**src/rtl/modn_counter.sv**
```systemverilog
// rtl/modn_counter.sv - parametrised modulo-N up/down counter with clear, load and chaining tc
// q never leaves 0..MODULUS-1; tc is combinational so chained stages step on the same edge.
module modn_counter #(
    parameter int WIDTH   = 4,
    parameter int MODULUS = 10,
    parameter int INIT    = 0
) (
    input  logic             clk,
    input  logic             reset_n,
    input  logic             ena,
    input  logic             clr,
    input  logic             load,
    input  logic [WIDTH-1:0] load_val,
    input  logic             up,
    output logic [WIDTH-1:0] q,
    output logic             tc,
    output logic             rollover,
    output logic             load_err
);

    localparam logic [WIDTH-1:0] MAX_VAL  = WIDTH'(MODULUS - 1);
    localparam logic [WIDTH:0]   MOD_EXT  = (WIDTH + 1)'(MODULUS);
    localparam logic [WIDTH-1:0] INIT_VAL = WIDTH'(INIT);

    if (MODULUS < 2) begin : g_bad_mod_low
        $error("modn_counter: MODULUS must be at least 2");
    end
    if (longint'(MODULUS) > (64'd1 << WIDTH)) begin : g_bad_mod_high
        $error("modn_counter: MODULUS exceeds 2**WIDTH");
    end
    if (INIT >= MODULUS) begin : g_bad_init
        $error("modn_counter: INIT must be below MODULUS");
    end

    logic [WIDTH-1:0] r_q;
    logic             r_rollover;
    logic             r_load_err;

    logic             w_at_max;
    logic             w_at_zero;
    logic             w_wrap;
    logic             w_load_over;
    logic [WIDTH-1:0] w_q_up;
    logic [WIDTH-1:0] w_q_dn;
    logic [WIDTH-1:0] w_q_nxt;
    logic             w_rollover_nxt;
    logic             w_load_err_nxt;

    assign w_at_max  = (r_q == MAX_VAL);
    assign w_at_zero = (r_q == '0);
    assign w_wrap    = ena & (up ? w_at_max : w_at_zero);

    // Compare one bit wider so MODULUS == 2**WIDTH is representable.
    assign w_load_over = ({1'b0, load_val} >= MOD_EXT);

    assign w_q_up = w_at_max  ? '0      : r_q + WIDTH'(1);
    assign w_q_dn = w_at_zero ? MAX_VAL : r_q - WIDTH'(1);

    always_comb begin
        w_q_nxt        = r_q;
        w_rollover_nxt = 1'b0;
        w_load_err_nxt = 1'b0;
        if (clr) begin
            w_q_nxt = '0;
        end else if (load) begin
            w_q_nxt        = w_load_over ? MAX_VAL : load_val;
            w_load_err_nxt = w_load_over;
        end else if (ena) begin
            w_q_nxt        = up ? w_q_up : w_q_dn;
            w_rollover_nxt = w_wrap;
        end
    end

    always_ff @(posedge clk or negedge reset_n) begin
        if (!reset_n) begin
            r_q        <= INIT_VAL;
            r_rollover <= 1'b0;
            r_load_err <= 1'b0;
        end else begin
            r_q        <= w_q_nxt;
            r_rollover <= w_rollover_nxt;
            r_load_err <= w_load_err_nxt;
        end
    end

    assign q        = r_q;
    assign tc       = w_wrap;
    assign rollover = r_rollover;
    assign load_err = r_load_err;

endmodule

```
**config.mk**
```make
export PLATFORM = sky130hd
export DESIGN_NAME = modn_counter
export DESIGN_NICKNAME = d
export VERILOG_FILES = /design/src/rtl/modn_counter.sv
export SDC_FILE = /design/constraint.sdc
export NUM_CORES = 1
export LEC_CHECK = 0
export CELL_PAD_IN_SITES_DETAIL_PLACEMENT = 1
export CELL_PAD_IN_SITES_GLOBAL_PLACEMENT = 2
export CORE_ASPECT_RATIO = 1.5
export CORE_MARGIN = 1
export CORE_UTILIZATION = 23
export DETAILED_ROUTE_END_ITERATION = 7
export PLACE_DENSITY_LB_ADDON = 0.05
export SYNTH_ARGS = -nofsm -noshare
export SYNTH_HDL_FRONTEND = slang
export SYNTH_SLANG_ARGS = --single-unit
```
**constraint.sdc**
```tcl
create_clock -name clk -period 1.34 [get_ports clk]
set_input_delay 0.268 -clock clk [delete_from_list [all_inputs] [get_ports clk]]
set_output_delay 0.268 -clock clk [all_outputs]
set_load 0.02 [all_outputs]
```
# Yosys cells after proc, flatten, opt, wreduce, memory -nomap -nowiden
# Cells that the tools add are included.
# op_classes
n_addsub	2
n_mul	0
div_mod_pow	0
magnitude_cmp	1
eq_ne	1
shift	0
muxes	13
bitwise_logic	1
n_reduce_logical	2
# ops
op	count
$mux W4	7
$mux W1	6
$add A4 B1 Y4 const B	1
$eq A4 B4 Y1 const B	1
$ge A4 B4 Y1 const B	1
$logic_not A4 Y1	1
$sub A4 B1 Y4 const B	1
$reduce_bool A3 Y1	1
$and A1 B1 Y1	1
# totals
regBits	6
latch_bits	0
ram_bits	0
romBits	0
output_inout_bits	7
word_cells	23
mem_count	0

# Depth between registers and ports, before layout
# logic_depth
ltp_word	6
mapped_depth	5
depth_no_buf	4

# Worst setup path before layout
# No wires, ideal clock.
# synth_timing
path_kind	reg2reg
start	register r_q[1], in the netlist q[1]
end	register r_rollover, in the netlist rollover
arrival_time_ps	1363
setup_slack_ps	-104
stages_incl_launch_ff	5
n_path_buf	0
period_less_slack_ps	1444
cell_sequence	dfrtp_1 > nor2_1 > nand2_1 > a211oi_2 > nor3b_2
# synth_via
elab_chain_len	6
elab_cells_between_ends	7
cone_classes	1 x eq/ne; 4 x mux; 1 x bitwise; 1 x reduce/logical
# synth_rtl
element	line_no	text
start: declaration	35	logic [WIDTH-1:0] r_q;
start signal: assignment	80	r_q <= w_q_nxt;
$eq A4 B4 Y1 or $logic_not A4 Y1 (tied branches)	49, 50	
$mux W1 *	51	assign w_wrap = ena & (up ? w_at_max : w_at_zero);
$and A1 B1 Y1 *	51	
via tc	16	output logic tc,
$mux W1 *	68	end else if (ena) begin
$mux W1 *	65	end else if (load) begin
$mux W1 *	63	if (clr) begin
via w_rollover_nxt	46	logic w_rollover_nxt;
end signal: assignment	81	r_rollover <= w_rollover_nxt;
end: declaration	36	logic r_rollover;
# Mark *: on every way through the listed nets, which the timed path passes. The rest lies on a longest branch.
# A chain may end at the register's enable or synchronous reset.

# Final worst setup path
# layout_timing
start	register r_q[1], in the netlist q[1]
end	output tc
# layout_via
elab_chain_len	3
elab_cells_between_ends	4
cone_classes	1 x eq/ne; 1 x mux; 1 x bitwise; 1 x reduce/logical
# layout_rtl
element	line_no
$eq A4 B4 Y1 or $logic_not A4 Y1 (tied branches)	49, 50
$mux W1 *	51
$and A1 B1 Y1 *	51
end: declaration	16
# Every way passes the cells marked *; elsewhere a longest branch is shown, timed or not.

==> results.rst <==
.. list-table::
   :header-rows: 1

   * - Metric
     - Value
   * - Standard cell core area
     - 1880 µm²
   * - Number of clock buffers inserted by TritonCTS
     - 3
   * - Initial standard-cell utilization of the core
     - 24.9%
   * - Worst reg2reg path endpoint
     - q[3]$_DFFE_PN0P_
   * - Total of max-cap violations
     - 0
   * - Minimum clock period after layout
     - 1.49 ns
   * - Die area
     - 2220 µm²
   * - Total non-filler cell area in the finished layout
     - 736 µm²
   * - Net total in the final layout
     - 93
   * - Instance count after placement with tap cells included
     - 99
   * - R2R Setup Slk
     - -0.09 ns
   * - Total power draw
     - 0.587 mW
   * - Peak VDD IR
     - 0.000650 V
   * - Run status
     - complete, but fails checks
   * - Maximum clock frequency
     - 669 MHz
   * - Clock buffer depth
     - 2
   * - Avg Vias per Cell
     - 4.97
   * - Critical setup path kind
     - flop to primary output
   * - Share of async-settable or async-resettable flops after synthesis
     - 100%
   * - Std-Cell Rows
     - 19
   * - Clk pwr share
     - 31.2%
   * - Place WS
     - -0.728 ns
   * - Pre-antenna DRT Iters
     - 3
   * - Port-buffer cells
     - 16
   * - Max Transition Viols Final
     - 0
   * - Most used flip-flop cell after synthesis
     - sky130_fd_sc_hd__dfrtp_1
   * - Remaining antenna violation count
     - 0
   * - CTS clock-pin slew for the worst setup and hold paths
     - 0.05 ns
   * - WP data required
     - 1.07 ns
   * - Static Leakage
     - 0.337 nW
   * - CTS tree
     - built
   * - Most frequent cells in the layout
     - sky130_fd_sc_hd__buf_4, sky130_fd_sc_hd__nor2_1, sky130_fd_sc_hd__clkdlybuf4s50_1
   * - CP delay by family, top
     - flip-flops
   * - Vias in the first global route
     - 514
   * - Type of element capturing the critical path
     - primary output
   * - Worst setup slack after layout
     - -0.154 ns
   * - Area growth from synthesis to layout
     - 57.2%
   * - Area of placed instances
     - 704 µm²
   * - Fraction of power spent switching nets
     - 31.5%
   * - Sw Pwr
     - 0.185 mW
   * - IO Pins
     - 17
   * - Clock root buffer
     - sky130_fd_sc_hd__clkbuf_4
   * - Hold Slack
     - 0.262 ns
   * - YS warnings
     - 0
   * - Worst rel slew slack
     - 78.3%
   * - Met3 Track Usage GR
     - 4.67%
   * - Cell with the largest stage delay on the worst path
     - sky130_fd_sc_hd__dfrtp_2
   * - Largest stage delay on the critical path
     - 0.41 ns
   * - Number of cells in the finished layout apart from fillers
     - 103
   * - Die width
     - 38.8 µm
   * - Via count of the routed design
     - 512
   * - GR Layer Usage met1
     - 20.5%
   * - Number of cells on the worst reg-to-reg path
     - 5
   * - Worst path bufs/invs
     - 1
   * - Largest net degree at the start of global routing
     - 13
   * - Layout Utilization
     - 39.2%
   * - H-tree levels
     - 1
   * - Total negative setup slack
     - -0.240 ns
   * - Syn Area/Cell
     - 8.36 µm²
   * - Reg2Reg Launch Point
     - q[0]$_DFFE_PN0P_
   * - Failing checks
     - setup timing
   * - RSZ-0062 raised after global routing
     - yes
   * - Sequential share of power
     - 34.5%
   * - Clock sink total
     - 6
   * - Register bit count reported by yosys
     - 6
   * - Number of antenna cells inserted
     - 0
   * - Average wire per cell in the routed design
     - 14.0 µm
   * - Number of hold-slack violations in the final timing report
     - 0
   * - Transition at the pin with the smallest max-transition slack
     - 0.325 ns
   * - Clock tree skew after final layout
     - 0.0105 ns
   * - Max FO, Critical Path
     - 2
   * - Met2 demand-to-capacity share in global routing
     - 24.5%
   * - Post-Syn Nets
     - 66
   * - Clk Latency, worst-skew pair
     - 0.25 ns
   * - Cell area after synthesis
     - 468 µm²
   * - Aggregate global routing overflow
     - 0
   * - Fraction of layout instances using a drive strength above 1
     - 36.6%
   * - Highest-utilization routing layer at the global route stage
     - met2
   * - Overall Global Routing Usage
     - 15.7%
   * - Post-synthesis sequential area ratio
     - 32.1%
   * - Weighted congestion at the end of routability-driven global placement
     - 0.697
   * - Arrival @ worst endpoint
     - 1.23 ns
   * - Class of the tightest hold or removal check
     - primary input to asynchronous set/reset pin
   * - Post-detailed-placement half-perimeter wirelength
     - 1130 µm
   * - Post-synthesis instance total
     - 56
   * - Number of enable flip-flop cells after synthesis
     - 0
   * - Power per cell area
     - 797 nW/µm²
   * - Drc violations
     - 0
   * - Antenna violations before repair
     - 0
   * - Distinct cells, synth
     - 29
   * - Crit-path cells
     - nor2_2, nand2_2, a211oi_4, buf_6
   * - Total length of routed wires
     - 1440 µm
   * - Crit path launch type
     - flop
   * - Final setup violating endpoints
     - 2
   * - Most common cell after layout, fill and taps aside
     - sky130_fd_sc_hd__buf_4
   * - Die Y-Extent
     - 57.2 µm
   * - Count of routing violations after the opening detailed-route iteration
     - 9
   * - Final cycle utilization of the critical path
     - 111%
   * - Combinational power share
     - 34.3%
   * - Wire length of the first global-routing pass
     - 2420 µm
   * - Cell-internal power
     - 0.402 mW
cell usage after synthesis (2+ instances only):
master	n	share of area [%]
sky130_fd_sc_hd__a311oi_1	2	3.7
sky130_fd_sc_hd__dfrtp_1	6	32
sky130_fd_sc_hd__nand2b_1	2	2.7
sky130_fd_sc_hd__nand2_1	4	3.2
sky130_fd_sc_hd__inv_1	4	3.2
sky130_fd_sc_hd__a31oi_1	2	2.7
sky130_fd_sc_hd__nor4_1	3	4.0
sky130_fd_sc_hd__nor2_1	8	6.4
sky130_fd_sc_hd__clkbuf_1	2	1.6
sky130_fd_sc_hd__a21oi_1	4	4.3
power by group through the flow:
stage | logic [mW] | registers, mW | clock network (mW)
5_1_grt | 0.221 | 0.203 | 0.201
6_report | 0.201 | 0.203 | 0.183
2_1_floorplan | 0.0940 | 0.221 | 0
4_1_cts | 0.203 | 0.202 | 0.190
3_3_place_gp | 0.204 | 0.204 | 0
3_5_place_dp | 0.204 | 0.204 | 0
logic make-up (layout without fill, tap and decap cells):
logic type	after synthesis	in the layout	synth area share, %
simple gates	25	25	30.2
buf+inv	9	35	13.1
xor+xnor	1	1	1.87
flops	6	6	32.1
compound gates	15	15	22.7
how the worst max path moves through the flow:
| stage | from | endpoint | cells past startpoint |
|---|---|---|---|
| 2_1_floorplan | q[3]$_DFFE_PN0P_ | rollover$_DFF_PN0_ | 3 |
| 3_3_place_gp | up | tc | 4 |
| 3_5_place_dp | up | tc | 4 |
| 4_1_cts | q[1]$_DFFE_PN0P_ | tc | 4 |
| 5_1_grt | q[3]$_DFFE_PN0P_ | tc | 4 |
| 6_report | q[1]$_DFFE_PN0P_ | tc | 4 |
registers in the layout, indices dropped and copies added, names as in the netlist:
register and count:
load_err 1, q 4, rollover 1
repair_timing:
| item | in CTS | in global routing |
|---|---|---|
| gates resized for setup | 29 | 4 |
| pin swaps | 3 | 1 |
| buffers inserted | 0 | 0 |
| hold buffers | 0 | 0 |
| setup endpoints to repair | 10 | 6 |
worst reg2reg max path, stage by stage (launching register included):
cell and delay (ns):
sky130_fd_sc_hd__dfrtp_2 0.43, sky130_fd_sc_hd__buf_6 0.16, sky130_fd_sc_hd__and4_4 0.18, sky130_fd_sc_hd__o21ai_2 0.13
sky130_fd_sc_hd__nor2_1 0.05, sky130_fd_sc_hd__o41a_1 0.36
metal layers:
metal / part of all wire, % / vias to the layer above
met5: 0 / -
met4: 0 / 0
met3: 5.0 / 0
met2: 52 / 15
met1: 43 / 243
li1: - / 254
cell type report:
cell class	instances	area [µm²]
fill	246	1140
multi-input combinational	41	282
timing repair buffer	27	233
sequential	6	154
clock buffer	4	26.3
tap	21	26.3
inverter	4	15.0
Note: power is estimated with default switching activity, not from simulation.
